File: src/rtl/mem_port_arbiter_if.sv
// Bundle between the fetch/data requesters, the memory port and the arbiter.
// The arbiter takes the slave view; the requester/memory side takes the master view.
interface mem_port_arbiter_if;
  logic        if_req;
  logic [31:0] if_addr;
  logic        mem_req;
  logic        mem_we;
  logic [31:0] mem_addr;
  logic [31:0] mem_wdata;
  logic        port_ack;
  logic        addr_sel;
  logic        port_valid;
  logic [31:0] port_addr;
  logic        port_we;
  logic [31:0] port_wdata;
  logic        if_gnt;
  logic        mem_gnt;
  logic        if_done;
  logic        mem_done;
  logic        err;

  modport master (
    output if_req, if_addr, mem_req, mem_we, mem_addr, mem_wdata, port_ack,
    input  addr_sel, port_valid, port_addr, port_we, port_wdata,
           if_gnt, mem_gnt, if_done, mem_done, err
  );

  modport slave (
    input  if_req, if_addr, mem_req, mem_we, mem_addr, mem_wdata, port_ack,
    output addr_sel, port_valid, port_addr, port_we, port_wdata,
           if_gnt, mem_gnt, if_done, mem_done, err
  );
endinterface

File: src/rtl/mem_port_arbiter.sv
// Round-robin fetch/data arbiter for one memory port: grant one edge after request, done pulse one cycle after ack.
// Requesters are held off while the port is busy; `ARB_TIMEOUT_EN adds an ack watchdog that aborts with err.
module mem_port_arbiter #(
  parameter int unsigned TIMEOUT = 15
) (
  input  logic clk,
  input  logic rst,
  mem_port_arbiter_if.slave bus
);

  typedef enum logic [1:0] {IDLE, SERVE_IF, SERVE_MEM} state_e;

  state_e      state_q, state_d;
  logic        last_if_q, last_if_d;
  logic [31:0] addr_q, addr_d;
  logic [31:0] wdata_q, wdata_d;
  logic        we_q, we_d;
  logic        if_done_q, if_done_d;
  logic        mem_done_q, mem_done_d;
  logic        err_q, err_d;
  logic        expire;

`ifdef ARB_TIMEOUT_EN
  logic [3:0] cnt_q, cnt_d;

  // Counter sits at zero in IDLE, so every SERVE entry starts from a clean count.
  always_comb begin
    cnt_d = cnt_q;
    if (state_q == IDLE) begin
      cnt_d = 4'd0;
    end else if (!bus.port_ack) begin
      cnt_d = cnt_q + 4'd1;
    end
  end

  always_ff @(posedge clk) begin
    if (rst) begin
      cnt_q <= 4'd0;
    end else begin
      cnt_q <= cnt_d;
    end
  end

  assign expire = (state_q != IDLE) && !bus.port_ack && (cnt_q == 4'(TIMEOUT - 1));
`else
  logic unused_timeout;
  assign unused_timeout = TIMEOUT[0];
  assign expire         = 1'b0;
`endif

  always_comb begin
    state_d    = state_q;
    last_if_d  = last_if_q;
    addr_d     = addr_q;
    wdata_d    = wdata_q;
    we_d       = we_q;
    if_done_d  = 1'b0;
    mem_done_d = 1'b0;
    err_d      = 1'b0;
    case (state_q)
      IDLE: begin
        // On a tie, fetch wins only if the data side had the last grant.
        if (bus.if_req && (!bus.mem_req || !last_if_q)) begin
          state_d   = SERVE_IF;
          addr_d    = bus.if_addr;
          we_d      = 1'b0;
          last_if_d = 1'b1;
        end else if (bus.mem_req) begin
          state_d   = SERVE_MEM;
          addr_d    = bus.mem_addr;
          we_d      = bus.mem_we;
          wdata_d   = bus.mem_wdata;
          last_if_d = 1'b0;
        end
      end
      SERVE_IF: begin
        if (bus.port_ack) begin
          state_d   = IDLE;
          if_done_d = 1'b1;
        end else if (expire) begin
          state_d = IDLE;
          err_d   = 1'b1;
        end
      end
      SERVE_MEM: begin
        if (bus.port_ack) begin
          state_d    = IDLE;
          mem_done_d = 1'b1;
        end else if (expire) begin
          state_d = IDLE;
          err_d   = 1'b1;
        end
      end
      default: state_d = IDLE;
    endcase
  end

  always_ff @(posedge clk) begin
    if (rst) begin
      state_q    <= IDLE;
      last_if_q  <= 1'b0;
      addr_q     <= 32'h0;
      wdata_q    <= 32'h0;
      we_q       <= 1'b0;
      if_done_q  <= 1'b0;
      mem_done_q <= 1'b0;
      err_q      <= 1'b0;
    end else begin
      state_q    <= state_d;
      last_if_q  <= last_if_d;
      addr_q     <= addr_d;
      wdata_q    <= wdata_d;
      we_q       <= we_d;
      if_done_q  <= if_done_d;
      mem_done_q <= mem_done_d;
      err_q      <= err_d;
    end
  end

  assign bus.port_valid = (state_q != IDLE);
  assign bus.addr_sel   = (state_q == SERVE_IF);
  assign bus.if_gnt     = (state_q == SERVE_IF);
  assign bus.mem_gnt    = (state_q == SERVE_MEM);
  assign bus.port_addr  = addr_q;
  assign bus.port_we    = we_q;
  assign bus.port_wdata = wdata_q;
  assign bus.if_done    = if_done_q;
  assign bus.mem_done   = mem_done_q;
  assign bus.err        = err_q;

endmodule

File: src/flat_wrapper.sv
// flat-port wrapper written by rule: the top's interface ports become plain ports
module mem_port_arbiter_flat 
#(
  parameter int unsigned TIMEOUT = 15
)
  (clk, rst, bus_if_req, bus_if_addr, bus_mem_req, bus_mem_we, bus_mem_addr, bus_mem_wdata, bus_port_ack, bus_addr_sel, bus_port_valid, bus_port_addr, bus_port_we, bus_port_wdata, bus_if_gnt, bus_mem_gnt, bus_if_done, bus_mem_done, bus_err);
  mem_port_arbiter_if bus_i ();
  input  logic clk;
  input  logic rst;
  input wire logic [$bits(bus_i.if_req)-1:0] bus_if_req;
  input wire logic [$bits(bus_i.if_addr)-1:0] bus_if_addr;
  input wire logic [$bits(bus_i.mem_req)-1:0] bus_mem_req;
  input wire logic [$bits(bus_i.mem_we)-1:0] bus_mem_we;
  input wire logic [$bits(bus_i.mem_addr)-1:0] bus_mem_addr;
  input wire logic [$bits(bus_i.mem_wdata)-1:0] bus_mem_wdata;
  input wire logic [$bits(bus_i.port_ack)-1:0] bus_port_ack;
  output wire logic [$bits(bus_i.addr_sel)-1:0] bus_addr_sel;
  output wire logic [$bits(bus_i.port_valid)-1:0] bus_port_valid;
  output wire logic [$bits(bus_i.port_addr)-1:0] bus_port_addr;
  output wire logic [$bits(bus_i.port_we)-1:0] bus_port_we;
  output wire logic [$bits(bus_i.port_wdata)-1:0] bus_port_wdata;
  output wire logic [$bits(bus_i.if_gnt)-1:0] bus_if_gnt;
  output wire logic [$bits(bus_i.mem_gnt)-1:0] bus_mem_gnt;
  output wire logic [$bits(bus_i.if_done)-1:0] bus_if_done;
  output wire logic [$bits(bus_i.mem_done)-1:0] bus_mem_done;
  output wire logic [$bits(bus_i.err)-1:0] bus_err;
  assign bus_i.if_req = bus_if_req;
  assign bus_i.if_addr = bus_if_addr;
  assign bus_i.mem_req = bus_mem_req;
  assign bus_i.mem_we = bus_mem_we;
  assign bus_i.mem_addr = bus_mem_addr;
  assign bus_i.mem_wdata = bus_mem_wdata;
  assign bus_i.port_ack = bus_port_ack;
  assign bus_addr_sel = bus_i.addr_sel;
  assign bus_port_valid = bus_i.port_valid;
  assign bus_port_addr = bus_i.port_addr;
  assign bus_port_we = bus_i.port_we;
  assign bus_port_wdata = bus_i.port_wdata;
  assign bus_if_gnt = bus_i.if_gnt;
  assign bus_mem_gnt = bus_i.mem_gnt;
  assign bus_if_done = bus_i.if_done;
  assign bus_mem_done = bus_i.mem_done;
  assign bus_err = bus_i.err;
  mem_port_arbiter #(.TIMEOUT(TIMEOUT)) u_core (.clk(clk), .rst(rst), .bus(bus_i));
endmodule
File: config.mk
export PLATFORM = sky130hd
export DESIGN_NAME = mem_port_arbiter_flat
export DESIGN_NICKNAME = d
export VERILOG_FILES = /design/src/rtl/mem_port_arbiter_if.sv /design/src/rtl/mem_port_arbiter.sv /design/src/flat_wrapper.sv
export SDC_FILE = /design/constraint.sdc
export NUM_CORES = 1
export LEC_CHECK = 0
export CAP_MARGIN = 20
export CORE_MARGIN = 8
export CORE_UTILIZATION = 40
export DETAILED_ROUTE_END_ITERATION = 10
export PLACE_DENSITY = 0.85
export SLEW_MARGIN = 20
export SYNTH_ARGS = -nofsm -noshare
export SYNTH_HDL_FRONTEND = slang
export SYNTH_SLANG_ARGS = --single-unit
File: constraint.sdc
create_clock -name clk -period 3.1 [get_ports clk]
set_input_delay 0.62 -clock clk [delete_from_list [all_inputs] [get_ports clk]]
set_output_delay 0.62 -clock clk [all_outputs]
set_load 0.005 [all_outputs]
==> run metrics <==
status=completed; largest net degree at the start of global routing=46; r2r endpoint=u_core.bus.port_addr[20]$_SDFFE_PP0P_; Core Area=7137 sq um; wire length on met1=4.168 mm; VDD IR-drop max=276.6 uV; number of diodes=0; highest-count cells in the layout ignoring fill and taps=171 x clkdlybuf4s50_1, 70 x dfxtp_1, 66 x a21oi_1, 34 x o21ai_0, 34 x nor2_1; cell family with most CP delay=buffers and inverters; via count=3174; GRT overflow=0; Crit-path slowest cell=clkdlybuf4s50_1; most common cell after layout, fill and taps aside=clkdlybuf4s50_1; share of cells above drive strength 1=5.395%; # setup viols final=0; Die ar.=10190 sq um; WL met2=4.874 mm; Clock Path Buffers=2; drt wl/cell=16.40 um; worst skew pair latency=0.34 ns; number of flops mapped to enable cells by yosys=0; CP Capture Type=output pin; Initial Util=40.43%; Synth Cell Area=2885 sq um; fmax=437.9 MHz; Pwr Total=2.562 mW; top routing layer used=met4; CP startpoint kind=flip-flop; all-layer global routing usage=19.78%; Tcrit/Tclk final=73.66%; Slew Limit Headroom=29.04%; Arrival @ worst endpoint=1.66 ns; # hold bufs at CTS=0; WS Path Type=reg -> out; initial antenna violation count=0; Clock Skews=0.007807 ns; row count=31; Final Cell Area=4841 sq um; crit path cell chain=inv_1 > ha_1 > inv_1 > clkdlybuf4s50_1; antenna viol nets, final=0; register area share after synthesis=48.57%; r2r setup slk=1.33 ns; Worst-Margin Slew=1.064 ns; unrepaired setup endpoints after global routing=no; CTS Root Cell=clkbuf_8; Final min period=2.283 ns; # nets final=620; Port Buf Inserts=172; global-route wire length before repair=16.06 mm; clk slew on worst S/H paths=0.07 ns; setup total negative slack=0 ns; cell total after placement=603; synthesis-to-finish area growth=67.78%; CP Buf/Inv Count=3; WHS Path Cells=2; I/O pin total=174; r2r startpoint=u_core.state_q[1]$_SDFFE_PP0P_; Final Max Slew Viols=0; DRT Pass-1 Iters=4; Post-synth top flop=dfxtp_1; Layout fillers=593; TritonCTS Sinks=70; Synthesized Nets=465; FFs w/ async S/R, synth=0%; CTS tree=yes; final hold violation count=0; Yosys cell types=26; TritonCTS buffer count=9; crit-path max cell delay=0.52 ns; initial drt markers=92; Mean Syn Cell Area=8.015 sq um; number of synthesized register bits=70; hold endpoint=u_core.bus.port_wdata[8]$_SDFFE_PP0P_; start point of the worst hold path=u_core.bus.port_wdata[8]$_SDFFE_PP0P_; Worst Hold Class=reg -> reg; setup ws final=0.8165 ns; final HPWL from detailed placement=7.663 mm; H-tree Lvls=3; Pwr Density=529.2 nW/um^2; DRC Markers=0; worst reg2reg path depth=6; Max Cap Viol=0; number of global-route vias before repair=3251; leakage=1.788 nW; DP Area=4653 sq um; most used cell, CP=inv_1; Routed met3 length=911 um; die width=100.9 um; Post-Layout Cell Count=618; Mapped Cells=360; die height=100.9 um; Synth warnings=0; Total Wirelength=10.14 mm; Final Wtd Congestion=0.7354; postcts setup bufs=0; Vias/cell=5.136; pre-CTS setup slack=0.6231 ns; Gates resized, CTS repair=0; Critical Path RT=2.48 ns; crit-path max FO=7
==> state kept, by name, summed over array words and instances, names as in the netlist <==
signal / flops
u_core.bus.port_addr: 32
u_core.bus.port_wdata: 32
u_core.bus.port_we: 1
u_core.state_q: 2
u_core.bus.if_done: 1
u_core.bus.mem_done: 1
u_core.last_if_q: 1
==> synth_stat cells (all sizes together), types with 3 or more instances <==
library cell  instances  share of area (%)
a211oi               32                8.3
a21oi                66                 11
buf                  12                2.2
clkbuf               25                3.3
dfxtp                70                 49
ha                    3                1.3
inv                   3               0.39
nand2                33                4.3
nand3                32                5.6
nor2                 34                4.4
o21ai                35                6.1
==> stage by stage <==
stage	hold slack [ns]	utilization (%)
floorplan	0.4661	-
global placement	0.4589	65.20
detailed placement	0.4656	65.20
CTS	0.4765	67.83
global route	0.4978	67.83
finish	0.4763	67.83
==> logic make-up after synthesis <==
family | after synthesis | synth area share [%]
flip-flops | 70 | 48.57
AND/OR/NAND/NOR | 108 | 16.57
buffers and inverters | 40 | 5.811
adder cells (fa/ha/maj) | 3 | 1.301
AO/OA/AOI/OAI | 138 | 27.62
other | 1 | 0.1300
==> per-layer routing <==
layer,vias to the layer above,GRT usage [%]
met4,0,7.331
li1,1568,-
met5,-,0
met2,128,33.83
met3,16,7.113
met1,1462,21.92
==> layout make-up <==
type                       count  area [sq um]  share of cell area [%]
multi-input combinational    250          1320                   27.27
inverter                       3         11.26                  0.2326
clock buffer                   9         123.9                   2.559
tap                           99         123.9                   2.559
clock inverter                 6         63.81                   1.318
sequential                    70          1401                   28.95
timing repair buffer         181          1797                   37.12
==> worst register-to-register path: stages (launching register included) <==
cell and delay, ns:
dfxtp_1 0.33, inv_1 0.09, ha_1 0.28, o21a_1 0.31
buf_4 0.35, nor2_1 0.08, a211oi_1 0.23
==> power by group <==
| group | internal (mW) | leakage [nW] | switching (mW) |
|---|---|---|---|
| Clock | 0.365 | 0.0911 | 0.341 |
| Combinational | 0.433 | 1.12 | 0.358 |
| Sequential | 1.01 | 0.576 | 0.0546 |
| Total | 1.81 | 1.79 | 0.754 |
==> worst max path at each step <==
stage | from | endpoint | slack [ns] | cells past startpoint
4_1_cts | u_core.state_q[1]$_SDFFE_PP0P_ | bus_port_valid | 0.79 | 4
3_5_place_dp | bus_if_req | u_core.bus.port_wdata[25]$_SDFFE_PP0P_ | 0.62 | 4
2_1_floorplan | bus_mem_req | u_core.state_q[0]$_SDFFE_PP0P_ | 1.43 | 4
3_3_place_gp | bus_if_req | u_core.bus.port_wdata[12]$_SDFFE_PP0P_ | 0.69 | 4
5_1_grt | u_core.state_q[1]$_SDFFE_PP0P_ | bus_port_valid | 0.71 | 4
6_report | u_core.state_q[1]$_SDFFE_PP0P_ | bus_port_valid | 0.82 | 4
(Power assumes the default switching activity.)
